$ cat config.mk
export PLATFORM = sky130hd
export DESIGN_NAME = prog_counter_flat
export DESIGN_NICKNAME = d
export VERILOG_FILES = /design/src/rtl/prog_counter_if.sv /design/src/rtl/prog_counter.sv /design/src/flat_wrapper.sv
export SDC_FILE = /design/constraint.sdc
export NUM_CORES = 1
export LEC_CHECK = 0
export ABC_CLOCK_PERIOD_IN_PS = 2620
export CAP_MARGIN = 40
export CORE_ASPECT_RATIO = 1.1
export CORE_UTILIZATION = 40
export CTS_BUF_LIST = sky130_fd_sc_hd__clkbuf_2 sky130_fd_sc_hd__clkbuf_4 sky130_fd_sc_hd__clkbuf_8
export CTS_CLUSTER_DIAMETER = 120
export CTS_CLUSTER_SIZE = 14
export DETAILED_ROUTE_END_ITERATION = 16
export PLACE_DENSITY = 0.7
export SLEW_MARGIN = 10
export SYNTH_ARGS = -nofsm -noshare
export SYNTH_HDL_FRONTEND = slang
export SYNTH_SLANG_ARGS = --single-unit
$ cat constraint.sdc
create_clock -name clk -period 2.62 [get_ports clk]
set_clock_uncertainty 0.1 [all_clocks]
set_input_delay 0.786 -clock clk [delete_from_list [all_inputs] [get_ports clk]]
set_output_delay 0.786 -clock clk [all_outputs]
set_load 0.05 [all_outputs]
$ cat src/rtl/prog_counter_if.sv
// Pin-side controls and counter outputs of prog_counter, bundled as one port.
// Latency: none (wires only).
// Backpressure: none; the pins are free-running levels and strobes.
interface prog_counter_if #(
    parameter int WIDTH = 8
);
    logic             enable;
    logic             count_in;
    logic             load;
    logic             up_down;
    logic [WIDTH-1:0] data_in;
    logic [WIDTH-1:0] limit;
    logic             sat_mode;
    logic [WIDTH-1:0] count;
    logic             tc;
    logic             enabled;

    // Pin driver side
    modport master (
        output enable, count_in, load, up_down, data_in, limit, sat_mode,
        input  count, tc, enabled
    );

    // Counter side
    modport slave (
        input  enable, count_in, load, up_down, data_in, limit, sat_mode,
        output count, tc, enabled
    );
endinterface

$ cat src/rtl/prog_counter.sv
// WIDTH-bit up/down counter fed by asynchronous pins, with limit, wrap/saturate and terminal-count pulse.
// Latency: pin change captured at edge 1, count/tc update at edge SYNC_STAGES+1, enabled at edge SYNC_STAGES.
// Backpressure: none; at most one count per two cycles, strobes narrower than 2 cycles may be lost.
module prog_counter #(
    parameter int WIDTH       = 8,
    parameter int SYNC_STAGES = 2
) (
    input  logic          clk,
    input  logic          rst,
    prog_counter_if.slave io_bus
);

    // Synchroniser chains; bit 0 is the capturing stage, bit SYNC_STAGES-1 the usable one.
    logic [SYNC_STAGES-1:0] r_en_sync;
    logic [SYNC_STAGES-1:0] r_cnt_sync;
    logic [SYNC_STAGES-1:0] r_ld_sync;
    logic [SYNC_STAGES-1:0] r_ud_sync;
    logic [WIDTH-1:0]       r_data_sync [SYNC_STAGES];

    // One-cycle delay of the synchronised strobes for rising-edge detection.
    logic r_en_d;
    logic r_cnt_d;
    logic r_ld_d;

    logic [WIDTH-1:0] r_count;
    logic             r_tc;

    logic             w_en_lvl;
    logic             w_en_rise;
    logic             w_cnt_rise;
    logic             w_ld_rise;
    logic             w_up;
    logic [WIDTH-1:0] w_data;
    logic [WIDTH-1:0] w_step_val;
    logic             w_boundary;

    // Shift every asynchronous pin through its synchroniser and keep the edge-detect delay flops.
    always_ff @(posedge clk or posedge rst) begin
        if (rst) begin
            r_en_sync  <= '0;
            r_cnt_sync <= '0;
            r_ld_sync  <= '0;
            r_ud_sync  <= '0;
            for (int i = 0; i < SYNC_STAGES; i++) begin
                r_data_sync[i] <= '0;
            end
            r_en_d  <= 1'b0;
            r_cnt_d <= 1'b0;
            r_ld_d  <= 1'b0;
        end else begin
            r_en_sync  <= {r_en_sync[SYNC_STAGES-2:0],  io_bus.enable};
            r_cnt_sync <= {r_cnt_sync[SYNC_STAGES-2:0], io_bus.count_in};
            r_ld_sync  <= {r_ld_sync[SYNC_STAGES-2:0],  io_bus.load};
            r_ud_sync  <= {r_ud_sync[SYNC_STAGES-2:0],  io_bus.up_down};
            r_data_sync[0] <= io_bus.data_in;
            for (int i = 1; i < SYNC_STAGES; i++) begin
                r_data_sync[i] <= r_data_sync[i-1];
            end
            r_en_d  <= r_en_sync[SYNC_STAGES-1];
            r_cnt_d <= r_cnt_sync[SYNC_STAGES-1];
            r_ld_d  <= r_ld_sync[SYNC_STAGES-1];
        end
    end

    assign w_en_lvl   = r_en_sync[SYNC_STAGES-1];
    assign w_en_rise  = w_en_lvl & ~r_en_d;
    assign w_cnt_rise = r_cnt_sync[SYNC_STAGES-1] & ~r_cnt_d;
    assign w_ld_rise  = r_ld_sync[SYNC_STAGES-1] & ~r_ld_d;
    assign w_up       = r_ud_sync[SYNC_STAGES-1];
    assign w_data     = r_data_sync[SYNC_STAGES-1];

    // Next value for a single count step; the ">= limit" test also clamps out-of-range loads.
    always_comb begin
        w_step_val = r_count;
        w_boundary = 1'b0;
        if (w_up) begin
            if (r_count < io_bus.limit) begin
                w_step_val = r_count + WIDTH'(1);
            end else begin
                w_boundary = 1'b1;
                w_step_val = io_bus.sat_mode ? io_bus.limit : '0;
            end
        end else begin
            if (r_count != '0) begin
                w_step_val = r_count - WIDTH'(1);
            end else begin
                w_boundary = 1'b1;
                w_step_val = io_bus.sat_mode ? '0 : io_bus.limit;
            end
        end
    end

    // Counter update: enable rise clears, then load, then count; everything holds while disabled.
    always_ff @(posedge clk or posedge rst) begin
        if (rst) begin
            r_count <= '0;
            r_tc    <= 1'b0;
        end else begin
            r_tc <= 1'b0;
            if (w_en_rise) begin
                r_count <= '0;
            end else if (w_en_lvl) begin
                if (w_ld_rise) begin
                    r_count <= w_data;
                end else if (w_cnt_rise) begin
                    r_count <= w_step_val;
                    r_tc    <= w_boundary;
                end
            end
        end
    end

    assign io_bus.count   = r_count;
    assign io_bus.tc      = r_tc;
    assign io_bus.enabled = w_en_lvl;

endmodule

$ cat src/flat_wrapper.sv
// flat-port wrapper written by rule: the top's interface ports become plain ports
module prog_counter_flat 
#(
    parameter int WIDTH       = 8,
    parameter int SYNC_STAGES = 2
)
  (clk, rst, io_bus_enable, io_bus_count_in, io_bus_load, io_bus_up_down, io_bus_data_in, io_bus_limit, io_bus_sat_mode, io_bus_count, io_bus_tc, io_bus_enabled);
  prog_counter_if #(.WIDTH(WIDTH)) io_bus_i ();
  input  logic clk;
  input  logic rst;
  input wire logic [$bits(io_bus_i.enable)-1:0] io_bus_enable;
  input wire logic [$bits(io_bus_i.count_in)-1:0] io_bus_count_in;
  input wire logic [$bits(io_bus_i.load)-1:0] io_bus_load;
  input wire logic [$bits(io_bus_i.up_down)-1:0] io_bus_up_down;
  input wire logic [$bits(io_bus_i.data_in)-1:0] io_bus_data_in;
  input wire logic [$bits(io_bus_i.limit)-1:0] io_bus_limit;
  input wire logic [$bits(io_bus_i.sat_mode)-1:0] io_bus_sat_mode;
  output wire logic [$bits(io_bus_i.count)-1:0] io_bus_count;
  output wire logic [$bits(io_bus_i.tc)-1:0] io_bus_tc;
  output wire logic [$bits(io_bus_i.enabled)-1:0] io_bus_enabled;
  assign io_bus_i.enable = io_bus_enable;
  assign io_bus_i.count_in = io_bus_count_in;
  assign io_bus_i.load = io_bus_load;
  assign io_bus_i.up_down = io_bus_up_down;
  assign io_bus_i.data_in = io_bus_data_in;
  assign io_bus_i.limit = io_bus_limit;
  assign io_bus_i.sat_mode = io_bus_sat_mode;
  assign io_bus_count = io_bus_i.count;
  assign io_bus_tc = io_bus_i.tc;
  assign io_bus_enabled = io_bus_i.enabled;
  prog_counter #(.WIDTH(WIDTH), .SYNC_STAGES(SYNC_STAGES)) u_core (.clk(clk), .rst(rst), .io_bus(io_bus_i));
endmodule
Word level (Yosys, flattened, before mapping)
Cells that the tools add are included.

Bits in registers: 36. Bits of input ports: 23. Word-level logic and storage cells: 40. ROM bits: 0. Bits in writable memories: 0. Memories: 0. Output and inout bits: 10. Bits in latches: 0.

Multiply operators: 0. Equality and inequality tests: 0. Add/subtract/negate cells: 2. Reduce and logical (&&, ||, !) cells: 4. Div/mod/pow operators: 0. Magnitude comparators: 1. Bitwise gates (word level): 6. Muxes and demuxes: 16. Shift operators: 0.

Operators with widths (count): 8-bit two-way mux (9); 8-bit by 1-bit adder with 8-bit output (second input constant) (1); 8-bit < comparator (1); 8-bit nonzero test (1); 8-bit by 1-bit subtractor with 8-bit output (second input constant) (1); 1-bit two-way mux (7); 1-bit bitwise AND (3); 1-bit inverter (3); 3-bit nonzero test (1); 2-bit AND reduction (1); 2-bit nonzero test (1).

Depth between registers and ports, before layout
Depth in word-level cells: 7. Depth in mapped cells: 10. Depth with buffers taken out: 8.

Worst setup path after synthesis
No wires, ideal clock.

Path kind: input to register. From: in io_bus_limit[2]. To: reg u_core.r_count[4], in the netlist u_core.io_bus.count[4]. Arrival time: 2.535 ns. Required time: 2.452 ns. Cell stages on the path: 8. Setup slack: -0.083 ns. Library setup time: 0.068 ns. Buffers on the path: 0. Path through: inv_1 > ha_1 > a211oi_1 > o21ai_0 > a21oi_2 > mux2_2 > a211oi_1 > a221o_1.

Cells in the longest elaborated chain, start to end: 7.

Ends and longest elaborated chain: from (decl) (RTL line flat_wrapper.sv:16) `input wire logic [$bits(io_bus_i.limit)-1:0] io_bus_limit;`; 8-bit < comparator (RTL line prog_counter.sv:77) `if (r_count < io_bus.limit) begin`; 8-bit two-way mux (RTL line prog_counter.sv:77); 8-bit two-way mux (RTL line prog_counter.sv:76) `if (w_up) begin`; 8-bit two-way mux (RTL line prog_counter.sv:105) `end else if (w_cnt_rise) begin`; 8-bit two-way mux (RTL line prog_counter.sv:103) `if (w_ld_rise) begin`; 8-bit two-way mux (RTL line prog_counter.sv:102) `end else if (w_en_lvl) begin`; 8-bit two-way mux (RTL line prog_counter.sv:100) `if (w_en_rise) begin`; to (signal assigned) (RTL line prog_counter.sv:104) `r_count <= w_data;`; to (signal assigned) (RTL line prog_counter.sv:106) `r_count <= w_step_val;`; to (decl) (RTL line prog_counter.sv:25) `logic [WIDTH-1:0] r_count;`.

Every way passes these cells. The select of a mux whose other input is x is not followed. A chain may end at the register's enable or synchronous reset.

Worst setup path in the final report
From: reg u_core.r_count[6], in the netlist u_core.io_bus.count[6]. To: out io_bus_count[6].

RTL lines: to (decl) (RTL line flat_wrapper.sv:18) `output wire logic [$bits(io_bus_i.count)-1:0] io_bus_count;`.

No word-level cell between the ends.

==> metrics.cfg <==
[drt]
firstDrtPassIters = 4
finalWirelength_mm = 3.98
via_per_inst = 5.16
detail-route-antenna-nets = 0
drt_iter0_markers = 58
num_vias = 1451
detail_route.wl_per_cell_um = 14.2
drc = 0

[global_route]
overflow = 0
first_global_vias = 1415
grt_max_degree = 37
grt_pass1_wl_mm = 6.58
track_usage_pct = 18.6
grt_antenna_before_repair = 0

[clock_network]
root_buffer = clkbuf_8
cts_buffers = 5
path_clk_slew_ns = 0.07
clk_latency_ns = 0.29
clk_path_buf_depth = 2
h-tree-depth = 2
cts_tree = built
clock-sinks = 36

[synthesis]
synth_ff_type = dfrtp_1
ys_seq_area_share_pct = 50.0
yosys.area.top_type = dfrtp_1
synth_top_family_by_area = compound AO/OA/AOI/OAI gates
synth-simple-area-share_pct = 12.6
synth-xor-area-share_pct = 3.89
synth_cell_types = 43
synth.avg_cell_area_um2 = 10.3
synth_fa_ha_area_share_pct = 6.95
syn_area_um2 = 1800
synth_edf_count = 0
syn_inst = 175
yosysWarnings = 0
synth_seq_cells = 36
synth_compound_area_share_pct = 17.4
yosysTopAreaCellShare_pct = 50.0
ys_async_sr_fraction_pct = 100
synth.area.mux_share_pct = 3.47
synth_area_leaders = dfrtp_1, ha_1, a21oi_1, nand2_1, nand3_1
syn-num-nets = 208

[setup_path]
cp.required_ns = 1.73
crit_path_top_delay_cell = clkdlybuf4s50_1
end_kind = output pin
crit_type = flip-flop to output pin
path_max_fanout = 9
critPathLaunchType = flip-flop
cp_data_arrival_time_ns = 1.67
crit_family = buffers and inverters
crit_buf_inv = 1
crit_chain = clkdlybuf4s50_1
worst_path_largest_cell_delay_ns = 0.87

[timing]
hold_slack_ns = 0.236
hold_viol_final = 0
min_period_over_period_pct = 97.7
finalSetupViolations = 0
post-route-min-period_ns = 2.56
rsz0062_at_grt = no
max_freq_ghz = 0.390
tightest_slew_ns = 0.511
worst_slew_margin_rel_pct = 65.8
slew_violations = 0

[placement]
port_buffers = 32
gp_congestion = 0.909
dpl.hpwl_mm = 2.80

[die]
die_height_um = 72.4
design.core.area_um2 = 4320
initial_core_util_pct = 41.7
die_area_um2 = 4770
row_count = 25
ios = 33
fp.dieW_um = 66.0

[worst_hold_path]
hp-class = flip-flop to flip-flop

[power]
p_leak_nw = 1.13
powerDensity_nw_per_um2 = 611
vdd_ir_drop_max_uv = 411

[finish]
antennaDiodeCount = 0
drive_gt1_share_pct = 23.8
area_delta_synth_final_pct = 36.6
final_nets = 259
final_util_pct = 57.0

[run]
maxCapViolCount = 0

[outcome]
status = completed

metal layers:
metal,part of all wire (%),vias to the layer above,global-route usage [%]
met1,47,668,25.2
li1,-,730,-
met3,5.7,7,4.25
met5,0,-,0
met4,2.0,0,8.98
met2,46,46,28.1
synthesized netlist by cell type, types with 3 or more instances:
cell and count:
dfrtp_1 36, nand2_1 13, inv_1 12, a21oi_1 11, ha_1 10, nand3_1 9
o21ai_0 9, nor2_1 7, a22oi_1 5, a211oi_1 4, clkbuf_1 4, mux2i_1 4
nor3_1 4, xnor2_1 4, xor2_1 4, and3_1 3
cell usage in the layout, fill, tap and decap left out, types with 3 or more instances in the layout:
master,netlist,routed
dfrtp_1,36,34
buf_4,0,23
clkdlybuf4s50_1,0,21
nand2_1,13,12
nand3_1,9,9
a21oi_1,11,9
inv_1,12,8
dlygate4sd2_1,0,8
nor2_1,7,7
o21ai_0,9,6
ha_1,10,6
clkbuf_8,0,6
a22oi_1,5,5
o21ai_1,2,4
xnor2_1,4,4
mux2i_1,4,4
inv_2,0,4
xor2_1,4,4
and3_1,3,3
nor3_1,4,3
final timing paths:
kind,start,endpoint,slack (ns),depth (start not counted)
max,u_core.io_bus.count[6]$_DFFE_PP0P_,io_bus_count[6],0.06,1
min,u_core.r_data_sync[8]$_DFF_PP0_,u_core.w_data[0]$_DFF_PP0_,0.24,0
max reg2reg,u_core.io_bus.count[0]$_DFFE_PP0P_,u_core.io_bus.count[2]$_DFFE_PP0P_,0.24,8
min reg2reg,u_core.r_data_sync[8]$_DFF_PP0_,u_core.w_data[0]$_DFF_PP0_,0.24,0
max in group asynchronous,rst,u_core.io_bus.count[0]$_DFFE_PP0P_,1.29,3
min in group asynchronous,rst,u_core.r_data_sync[13]$_DFF_PP0_,0.78,3
through the flow:
stage / power [mW] / cell area (µm²) / TNS, ns / std cells / setup slack (ns)
finish: 1.50 / 2460 / 0 / 281 / 0.0591
global route: 1.59 / 2460 / 0 / 281 / 0.00194
CTS: 1.50 / 2440 / 0 / 280 / 0.0213
detailed placement: 1.07 / 2280 / -3.26 / 270 / -0.427
global placement: 1.07 / 2280 / -3.05 / 270 / -0.410
floorplan: 0.921 / 1810 / 0 / 175 / 0.00552
power breakdown:
part           leakage (nW)  internal, mW  total, mW  switching (mW)
combinational         0.650         0.209      0.457           0.248
clock                0.0479         0.224      0.418           0.194
sequential            0.433         0.590      0.628          0.0375
total                  1.13          1.02       1.50           0.479
flip-flops by register name, summed over array words and instances, names as in the netlist:
register / cells
u_core.io_bus.count: 8
u_core.r_data_sync: 8
u_core.w_data: 8
u_core.r_cnt_sync: 2
u_core.r_en_sync: 2
u_core.r_ld_sync: 2
u_core.r_ud_sync: 2
u_core.io_bus.tc: 1
u_core.r_cnt_d: 1
u_core.r_en_d: 1
u_core.r_ld_d: 1
kinds of logic (layout without fill, tap and decap cells):
| family | after synthesis | count (layout) |
|---|---|---|
| fa+ha+maj | 10 | 10 |
| simple gates | 46 | 46 |
| buf+inv | 22 | 74 |
| xor+xnor | 8 | 8 |
| flops | 36 | 36 |
| compound gates | 47 | 47 |
| mux | 6 | 6 |
area by class of cell:
type | count | area [µm²]
Sequential cell | 36 | 903
Tap cell | 54 | 67.6
Clock buffer | 7 | 90.1
Clock inverter | 1 | 7.51
Inverter | 12 | 45.0
Fill cell | 377 | 1860
Timing Repair Buffer | 54 | 477
Multi-Input combinational cell | 117 | 870
what timing repair did:
| item | CTS | global route |
|---|---|---|
| resized for setup | 24 | 4 |
| hold buffers | 0 | 0 |
| pin swaps | 7 | 1 |
| endpoints found under the setup margin | 9 | 4 |
| setup buffers | 2 | 1 |
| gates cloned | 0 | 0 |
No activity file was read; power rests on OpenSTA's default activity.
